==> src/rtl/cnf_pkg.sv <==
// ---------------------------------------------------------------------------
// cnf_pkg : shared state encoding, saturating increment and slice macro
// Rev 1.0
// ---------------------------------------------------------------------------
`default_nettype none

`ifndef CNF_CH_SLICE
`define CNF_CH_SLICE(c, w) [(c)*(w) +: (w)]
`endif

package cnf_pkg;

  typedef enum logic [0:0] {
    ST_EVAL = 1'b0,
    ST_DONE = 1'b1
  } cnf_state_e;

  // Increment that sticks at the all-ones value of a WIDTH-bit counter
  function automatic logic [31:0] sat_inc(input logic [31:0] val, input int width);
    logic [31:0] max_v;
    max_v = (width >= 32) ? 32'hFFFF_FFFF : ((32'd1 << width) - 32'd1);
    return (val >= max_v) ? max_v : val + 32'd1;
  endfunction

endpackage

`default_nettype wire

==> src/rtl/cnf_clause_lane.sv <==
// ---------------------------------------------------------------------------
// cnf_clause_lane : per-channel clause OR, formula AND and unsat-clause count
// Rev 1.0
// ---------------------------------------------------------------------------
`default_nettype none

module cnf_clause_lane
  import cnf_pkg::*;
#(
  parameter int CNT_W = 16
) (
  input  logic             clk,
  input  logic             reset,
  input  logic             v_i,
  input  logic             accept_i,
  input  logic             close_i,
  input  logic             clear_i,
  output logic             sat_o,
  output logic [CNT_W-1:0] unsat_o
);

  logic             clause_q, clause_d;
  logic             cnf_q, cnf_d;
  logic [CNT_W-1:0] unsat_q, unsat_d;
  logic             clause_val;

  always_comb begin
    clause_val = clause_q | v_i;
    clause_d   = clause_q;
    cnf_d      = cnf_q;
    unsat_d    = unsat_q;
    if (clear_i) begin
      clause_d = 1'b0;
      cnf_d    = 1'b1;
      unsat_d  = '0;
    end else if (accept_i) begin
      if (close_i) begin
        clause_d = 1'b0;
        cnf_d    = cnf_q & clause_val;
        if (!clause_val) begin
          unsat_d = CNT_W'(sat_inc(32'(unsat_q), CNT_W));
        end
      end else begin
        clause_d = clause_val;
      end
    end
  end

  always_ff @(posedge clk) begin
    if (reset) begin
      clause_q <= 1'b0;
      cnf_q    <= 1'b1;
      unsat_q  <= '0;
    end else begin
      clause_q <= clause_d;
      cnf_q    <= cnf_d;
      unsat_q  <= unsat_d;
    end
  end

  assign sat_o   = cnf_q;
  assign unsat_o = unsat_q;

endmodule

`default_nettype wire

==> src/rtl/cnf_eval_engine.sv <==
// ---------------------------------------------------------------------------
// cnf_eval_engine : streams CNF literals and evaluates NUM_CH assignments in parallel
// Rev 1.0
// ---------------------------------------------------------------------------
`default_nettype none

module cnf_eval_engine
  import cnf_pkg::*;
#(
  parameter int NUM_VARS = 32,
  parameter int NUM_CH   = 4,
  parameter int CNT_W    = 16,
  parameter logic [NUM_CH*NUM_VARS-1:0] INIT_ASSIGN = '0,
  localparam int VAR_W = (NUM_VARS > 1) ? $clog2(NUM_VARS) : 1
) (
  input  logic                       clk,
  input  logic                       reset,
  input  logic                       loadAssign,
  input  logic [NUM_CH*NUM_VARS-1:0] assignIn,
  input  logic                       litValid,
  output logic                       litReady,
  input  logic [VAR_W-1:0]           litVar,
  input  logic                       litNeg,
  input  logic                       litLastClause,
  input  logic                       litLastFormula,
  output logic                       resValid,
  input  logic                       resReady,
  output logic [NUM_CH-1:0]          resSat,
  output logic [NUM_CH*CNT_W-1:0]    resUnsatCnt,
  output logic [CNT_W-1:0]           resClauseCnt,
  output logic                       errFlag
);

  cnf_state_e                 state_q, state_d;
  logic [NUM_CH*NUM_VARS-1:0] assign_q, assign_d;
  logic                       in_formula_q, in_formula_d;
  logic                       err_q, err_d;
  logic [CNT_W-1:0]           clause_cnt_q, clause_cnt_d;

  logic                       accept;
  logic                       close_clause;
  logic                       clear_result;
  logic                       var_bad;
  logic [NUM_CH-1:0]          lit_val;

  // Load has priority over literals in the same cycle
  assign litReady     = (state_q == ST_EVAL) && !loadAssign;
  assign accept       = litValid && litReady;
  assign close_clause = litLastClause | litLastFormula;
  assign clear_result = (state_q == ST_DONE) && resReady;

  // Out-of-range indices only exist when NUM_VARS is not a power of two
  if (NUM_VARS < (1 << VAR_W)) begin : g_var_range_chk
    assign var_bad = (litVar >= VAR_W'(NUM_VARS));
  end else begin : g_var_range_full
    assign var_bad = 1'b0;
  end

  for (genvar c = 0; c < NUM_CH; c++) begin : g_lane
    logic [NUM_VARS-1:0] ch_assign;
    logic [CNT_W-1:0]    ch_unsat;

    assign ch_assign  = assign_q `CNF_CH_SLICE(c, NUM_VARS);
    assign lit_val[c] = !var_bad && (ch_assign[litVar] ^ litNeg);

    cnf_clause_lane #(
      .CNT_W (CNT_W)
    ) u_lane (
      .clk      (clk),
      .reset    (reset),
      .v_i      (lit_val[c]),
      .accept_i (accept),
      .close_i  (close_clause),
      .clear_i  (clear_result),
      .sat_o    (resSat[c]),
      .unsat_o  (ch_unsat)
    );

    assign resUnsatCnt `CNF_CH_SLICE(c, CNT_W) = ch_unsat;
  end

  always_comb begin
    state_d  = state_q;
    resValid = 1'b0;
    case (state_q)
      ST_EVAL: begin
        if (accept && litLastFormula) begin
          state_d = ST_DONE;
        end
      end
      ST_DONE: begin
        resValid = 1'b1;
        if (resReady) begin
          state_d = ST_EVAL;
        end
      end
      default: state_d = ST_EVAL;
    endcase
  end

  always_comb begin
    assign_d     = assign_q;
    in_formula_d = in_formula_q;
    err_d        = err_q;
    clause_cnt_d = clause_cnt_q;
    if (loadAssign) begin
      if ((state_q == ST_EVAL) && !in_formula_q) begin
        assign_d = assignIn;
      end else begin
        err_d = 1'b1;
      end
    end
    if (accept) begin
      in_formula_d = !litLastFormula;
      if (var_bad) begin
        err_d = 1'b1;
      end
      if (close_clause) begin
        clause_cnt_d = CNT_W'(sat_inc(32'(clause_cnt_q), CNT_W));
      end
    end
    if (clear_result) begin
      clause_cnt_d = '0;
    end
  end

  always_ff @(posedge clk) begin
    if (reset) begin
      state_q      <= ST_EVAL;
      assign_q     <= INIT_ASSIGN;
      in_formula_q <= 1'b0;
      err_q        <= 1'b0;
      clause_cnt_q <= '0;
    end else begin
      state_q      <= state_d;
      assign_q     <= assign_d;
      in_formula_q <= in_formula_d;
      err_q        <= err_d;
      clause_cnt_q <= clause_cnt_d;
    end
  end

  assign resClauseCnt = clause_cnt_q;
  assign errFlag      = err_q;

endmodule

`default_nettype wire

==> config.mk <==
export PLATFORM = sky130hd
export DESIGN_NAME = cnf_eval_engine
export DESIGN_NICKNAME = d
export VERILOG_FILES = /design/src/rtl/cnf_pkg.sv /design/src/rtl/cnf_clause_lane.sv /design/src/rtl/cnf_eval_engine.sv
export SDC_FILE = /design/constraint.sdc
export NUM_CORES = 1
export LEC_CHECK = 0
export BUFFER_PORTS_ARGS = -buffer_cell sky130_fd_sc_hd__buf_2
export CELL_PAD_IN_SITES_DETAIL_PLACEMENT = 0
export CELL_PAD_IN_SITES_GLOBAL_PLACEMENT = 1
export CORE_MARGIN = 1.5
export CORE_UTILIZATION = 28
export CTS_CLUSTER_DIAMETER = 100
export CTS_CLUSTER_SIZE = 10
export DETAILED_ROUTE_END_ITERATION = 10
export GPL_TIMING_DRIVEN = 0
export PLACE_DENSITY = 0.57
export SLEW_MARGIN = 10
export SYNTH_ARGS = -nofsm -noshare
export SYNTH_HDL_FRONTEND = slang
export SYNTH_SLANG_ARGS = --single-unit
==> constraint.sdc <==
create_clock -name clk -period 7 [get_ports clk]
set_clock_uncertainty 0.2 [all_clocks]
set_input_delay 0.7 -clock clk [delete_from_list [all_inputs] [get_ports clk]]
set_output_delay 0.7 -clock clk [all_outputs]
set_load 0.03 [all_outputs]
* After elaboration in Yosys (flattened, before gate mapping)
Cells that the tools add are included.
** Word-level totals
- Bits in writable memories :: 0
- Register bits :: 219
- Memory bits (read-only) :: 0
- Latch bits :: 0
- Memories kept :: 0
- Input bits :: 141
** Operators by class
- Reduce and logical (&&, ||, !) cells :: 16
- Shift-type cells :: 0
- Equal/unequal tests :: 0
- Div/mod/pow operators :: 0
- Order comparisons :: 6
- Bitwise logic cells :: 19
- $add $sub $neg :: 5
- Multipliers :: 0
- Mux-type cells :: 21
** Operator list (number)
- $add A16 B1 Y16 const B :: 5
- $ge A16 B16 Y1 const B :: 5
- $mux W16 :: 5
- $bmux W1 S5 :: 4
- $reduce_and A3 Y1 :: 4
- $mux W1 :: 11
- $lt A5 B6 Y1 const B :: 1
- $not A1 Y1 :: 6
- $reduce_and A2 Y1 :: 3
- $logic_and A1 B1 Y1 :: 5
- $or A1 B1 Y1 :: 5
- $and A1 B1 Y1 :: 4
- $xor A1 B1 Y1 :: 4
- $logic_not A1 Y1 :: 3
- $pmux W1 S2 :: 1
- $reduce_or A2 Y1 :: 1

* Depth between registers and ports, before layout
- Depth in word-level cells :: 6
- Gate-level depth with buffers :: 11
- Gate-level depth less buffers :: 8

* Modules after synthesis
Synthesis repeated with hierarchy kept, for this count alone.
** Second synthesis, totals
- Cell total of the unflattened synthesis :: 1224
- Area, all modules :: 10030.9 um^2
** By module, submodules not included
- cnf_eval_engine :: instances 1, area an instance 6447.4 um^2, seq. area each 2942.8 um^2, cells an instance 808
- cnf_clause_lane :: instances 4, area an instance 895.9 um^2, seq. area each 360.3 um^2, cells an instance 104

* Worst setup path before layout
No wires, ideal clock.
- Kind :: input -> register
- From :: input port litVar[1]
- To :: register g_lane[1].u_lane.unsat_q[13]
- Required time :: 6667 ps
- Setup slack :: 3611 ps
- Data arrival time :: 3057 ps
- Stages on the path :: 10
- Library setup time :: 133 ps
- Cells stage by stage :: buf_6 -> buf_6 -> buf_2 -> mux4_2 -> mux4_2 -> mux2_2 -> mux2i_2 -> buf_4 -> o41ai_1 -> a21oi_1
** On the way
- Word-level cells in the longest chain between the ends :: 6
** Ends and longest elaborated chain
- start, declared :: RTL line cnf_eval_engine.sv:22 : input logic [VAR_W-1:0] litVar,
- $bmux W1 S5 :: RTL line cnf_eval_engine.sv:64 : assign lit_val[c] = !var_bad && (ch_assign[litVar] ^ litNeg);
- $mux W1 (not written as such) :: RTL line cnf_eval_engine.sv:64
- $xor A1 B1 Y1 :: RTL line cnf_eval_engine.sv:64
- $or A1 B1 Y1 :: RTL line cnf_clause_lane.sv:28 : clause_val = clause_q | v_i;
- $not A1 Y1 (no line)
- $reduce_and A3 Y1 (no line)
- end signal, assigned :: RTL line cnf_clause_lane.sv:57 : unsat_q <= unsat_d;
- end, declared :: RTL line cnf_clause_lane.sv:24 : logic [CNT_W-1:0] unsat_q, unsat_d;
No other way between the ends. The select of a mux whose other input is x is not followed.
A chain may end at the register's enable or synchronous reset.

* Worst setup path after layout
- From :: input port litVar[2]
- To :: register g_lane[0].u_lane.unsat_q[1]
** On the way
- Word-level cells in the longest chain between the ends :: 6
** Ends and longest elaborated chain (RTL line)
- $bmux W1 S5 :: cnf_eval_engine.sv:64
- $mux W1 (not written as such) :: cnf_eval_engine.sv:64
- $xor A1 B1 Y1 :: cnf_eval_engine.sv:64
- $or A1 B1 Y1 :: cnf_clause_lane.sv:28
- $not A1 Y1 (no line)
- $reduce_and A3 Y1 (no line)
- end signal, assigned :: cnf_clause_lane.sv:57
- end, declared :: cnf_clause_lane.sv:24
No other way between the ends. The select of a mux whose other input is x is not followed.

==> flow_summary.ini <==
[clocking]
post-cts-setup-buffers = 0
clkLatencyLatePin_ns = 0.52
root_buffer = clkbuf_16
ctsHtreeMaxLevel = 1
ctsHoldBuffers = 0
clock-sinks = 219
cts_tree = yes
cts_buffers = 25
path_clk_slew_ns = 0.06
clock_path_buffers = 3
cts_resized = 0

[route]
drc = 0
first_iter_violations = 412
drt_first_pass_iters = 4
wl_met3_um = 1810
met2WireLength_um = 14400
vias = 9098
ant_nets = 0
wl_per_cell_um = 17.0
wl_um = 31700
highest_layer = met5
avgViaCountPerCell = 4.87
wl_met1_um = 14800

[worst_setup_path]
worst_ep_required_time_ns = 7.23
critPathSlowestCell = buf_1
cp_slowest_stage_delay_ns = 0.76
crit_chain = buf_2 > buf_1 > mux4_2 > nand2_1 > nand4_1 > nand3_1 > mux2i_1 > clkbuf_1 > nor2_1 > a311oi_1
critPathArrivalTime_ns = 3.95
worst-setup-path-type = primary input to flip-flop
cp-end-kind = flip-flop
crit_fanout = 10
r2r_setup_slack_ns = 3.73
startpoint_type = primary input

[sta]
setup_violations = 0
drv_slew = 0
hold_viol = 0
slew_headroom_pct = 36.0
post-route-period-util_pct = 53.2
rsz0062_at_grt = false
tns_ns = 0
post-route-min-period_ns = 3.72
fmax_ghz = 0.269
tightest_slew_ns = 0.960

[synth]
synth-seq-cells = 219
syn-instance-count = 1154
ys_seq_area_share_pct = 44.9
ys_warn_count = 0
syn_nets = 1300
synth-main-ff-cell = dfxtp_1
syn-cell-area_mm2 = 0.00977
syn_avg_cell_area_um2 = 8.46
synth.distinct_cells = 61
synthArstFlopShare_pct = 0
synth_edf_count = 0

[floorplan]
row_count = 68
core_mm2 = 0.0345
ios = 228
die_w_um = 190
die_area_mm2 = 0.0360
fp.dieH_um = 190
initial_utilization_pct = 28.3

[grt]
grt_max_degree = 13
grt_overflow = 0
grt_pass1_vias = 8817
gr-usage-all-layers_pct = 17.5
grt_pass1_wl_um = 49500
antenna_found_initial = 16

[place]
hpwl_um = 23600
gp_congestion = 0.770
io_buffers = 223

[flow_run]
maxCapViolCount = 0

[finish]
area_growth_pct = 24.0
nFillCells = 3737
post-route-util_pct = 35.1
multi_input_area_mm2 = 0.00496
drive_gt1_share_pct = 22.2
num-nets-final = 1550
seqCellArea_mm2 = 0.00438

[status]
status = complete, no violations

[pwr]
peakVddDrop_uv = 143
pwr_density_cell_mw_per_mm2 = 229
leakage_nw = 4.85

[worst_hold_path]
hp-class = primary input to flip-flop
## layout by cell type, fill, tap and decap left out, drive strengths merged, types with 5 or more instances in the layout
master,n
nand2,326
buf,240
dfxtp,219
a21oi,169
clkbuf,86
nor2,37
mux4,35
nand3,32
nor3,21
inv,21
o21ai,20
a211oi,16
and3,15
o31ai,15
and4,13
a311oi,13
nand4,11
mux2i,11
xor2,9
o211ai,9
and2,9
diode,8
or3,7
o311ai,7
a41oi,6
a31oi,5
ha,5
## state kept, by name, indices dropped and copies added, names as in the netlist
signal and cells:
assign_q 128, errFlag 1, g_lane.u_lane.clause_q 4, g_lane.u_lane.sat_o 4, g_lane.u_lane.unsat_o 64, in_formula_q 1
resClauseCnt 16, state_q 1
## layout make-up
class,instances,share of cell area (%)
plain buffers,77,2.84
well taps,455,4.70
flip-flops and latches,219,36.2
clock inverters,1,0.0723
inverters,21,0.651
clock buffers,26,5.20
multi-input cells,837,41.0
repair buffers,223,9.22
diodes,8,0.165
## power by group
group / internal [mW] / switching [mW]
clock: 0.628 / 0.493
sequential: 1.30 / 0.0312
combinational: 0.129 / 0.196
## through the flow
stage / hold slack, ns / instance area (µm²) / worst slack, ns / total power [mW] / std cells
after floorplan: 0.223 / 9770 / 3.61 / 1.56 / 1154
after CTS: 0.189 / 12100 / 3.20 / 2.83 / 1859
after global placement: 0.233 / 11500 / 2.65 / 1.69 / 1832
after detailed placement: 0.240 / 11500 / 2.65 / 1.69 / 1832
final: 0.214 / 12100 / 3.28 / 2.78 / 1867
after global routing: 0.200 / 12100 / 3.03 / 2.91 / 1862
## routing by layer
metal  global-route usage (%)  up-vias
met3                     4.11       50
met2                     28.5      198
met4                     3.91       16
met1                     23.5     4230
met5                        0        -
li1                         -     4604
## path summary, 6_finish.rpt
check                                            start                          end  depth (start not counted)
worst min register to register  g_lane[1].u_lane.sat_o       g_lane[1].u_lane.sat_o                          2
worst min-delay path                     assignIn[107]                assign_q[107]                          3
worst max register to register                 state_q              resClauseCnt[7]                          6
worst max-delay path                         litVar[2]  g_lane[0].u_lane.unsat_o[1]                         10
## worst max-delay path: cells and delay by family
kind            cells  cell delay (ns)
buf+inv             3             1.41
mux                 2             1.01
simple gates        4             0.58
compound gates      1             0.23
## cell usage after synthesis (4+ instances only)
| library cell | instances | area, µm² |
|---|---|---|
| a211oi_1 | 16 | 120 |
| a21oi_1 | 169 | 846 |
| a311oi_1 | 13 | 114 |
| a31oi_1 | 5 | 31.3 |
| a41oi_1 | 6 | 52.6 |
| and2_1 | 6 | 37.5 |
| and3_1 | 15 | 93.8 |
| and4_1 | 13 | 114 |
| buf_2 | 5 | 25.0 |
| buf_4 | 7 | 52.6 |
| clkbuf_1 | 60 | 225 |
| dfxtp_1 | 219 | 4380 |
| ha_1 | 5 | 62.6 |
| inv_1 | 20 | 75.1 |
| mux2i_1 | 9 | 90.1 |
| mux4_2 | 33 | 743 |
| nand2_1 | 325 | 1220 |
| nand3_1 | 32 | 160 |
| nand4_1 | 11 | 68.8 |
| nor2_1 | 37 | 139 |
| nor2b_1 | 4 | 25.0 |
| nor3_1 | 21 | 105 |
| o211ai_1 | 9 | 67.6 |
| o21ai_0 | 18 | 90.1 |
| o22ai_1 | 4 | 25.0 |
| o311ai_0 | 7 | 61.3 |
| o31ai_1 | 15 | 113 |
| or3_1 | 7 | 43.8 |
| xnor2_1 | 4 | 35.0 |
| xor2_1 | 9 | 78.8 |
## kinds of logic (layout without fill, tap and decap cells)
family,Yosys count,in the layout,share of synthesized area [%]
AO/OA/AOI/OAI,279,279,17.1
XOR/XNOR,13,13,1.17
adder cells (fa/ha/maj),5,5,0.641
buffers and inverters,98,348,4.33
flip-flops,219,219,44.9
multiplexers,50,50,9.92
other,0,8,0
AND/OR/NAND/NOR,490,490,22.0
(Power assumes the default switching activity.)
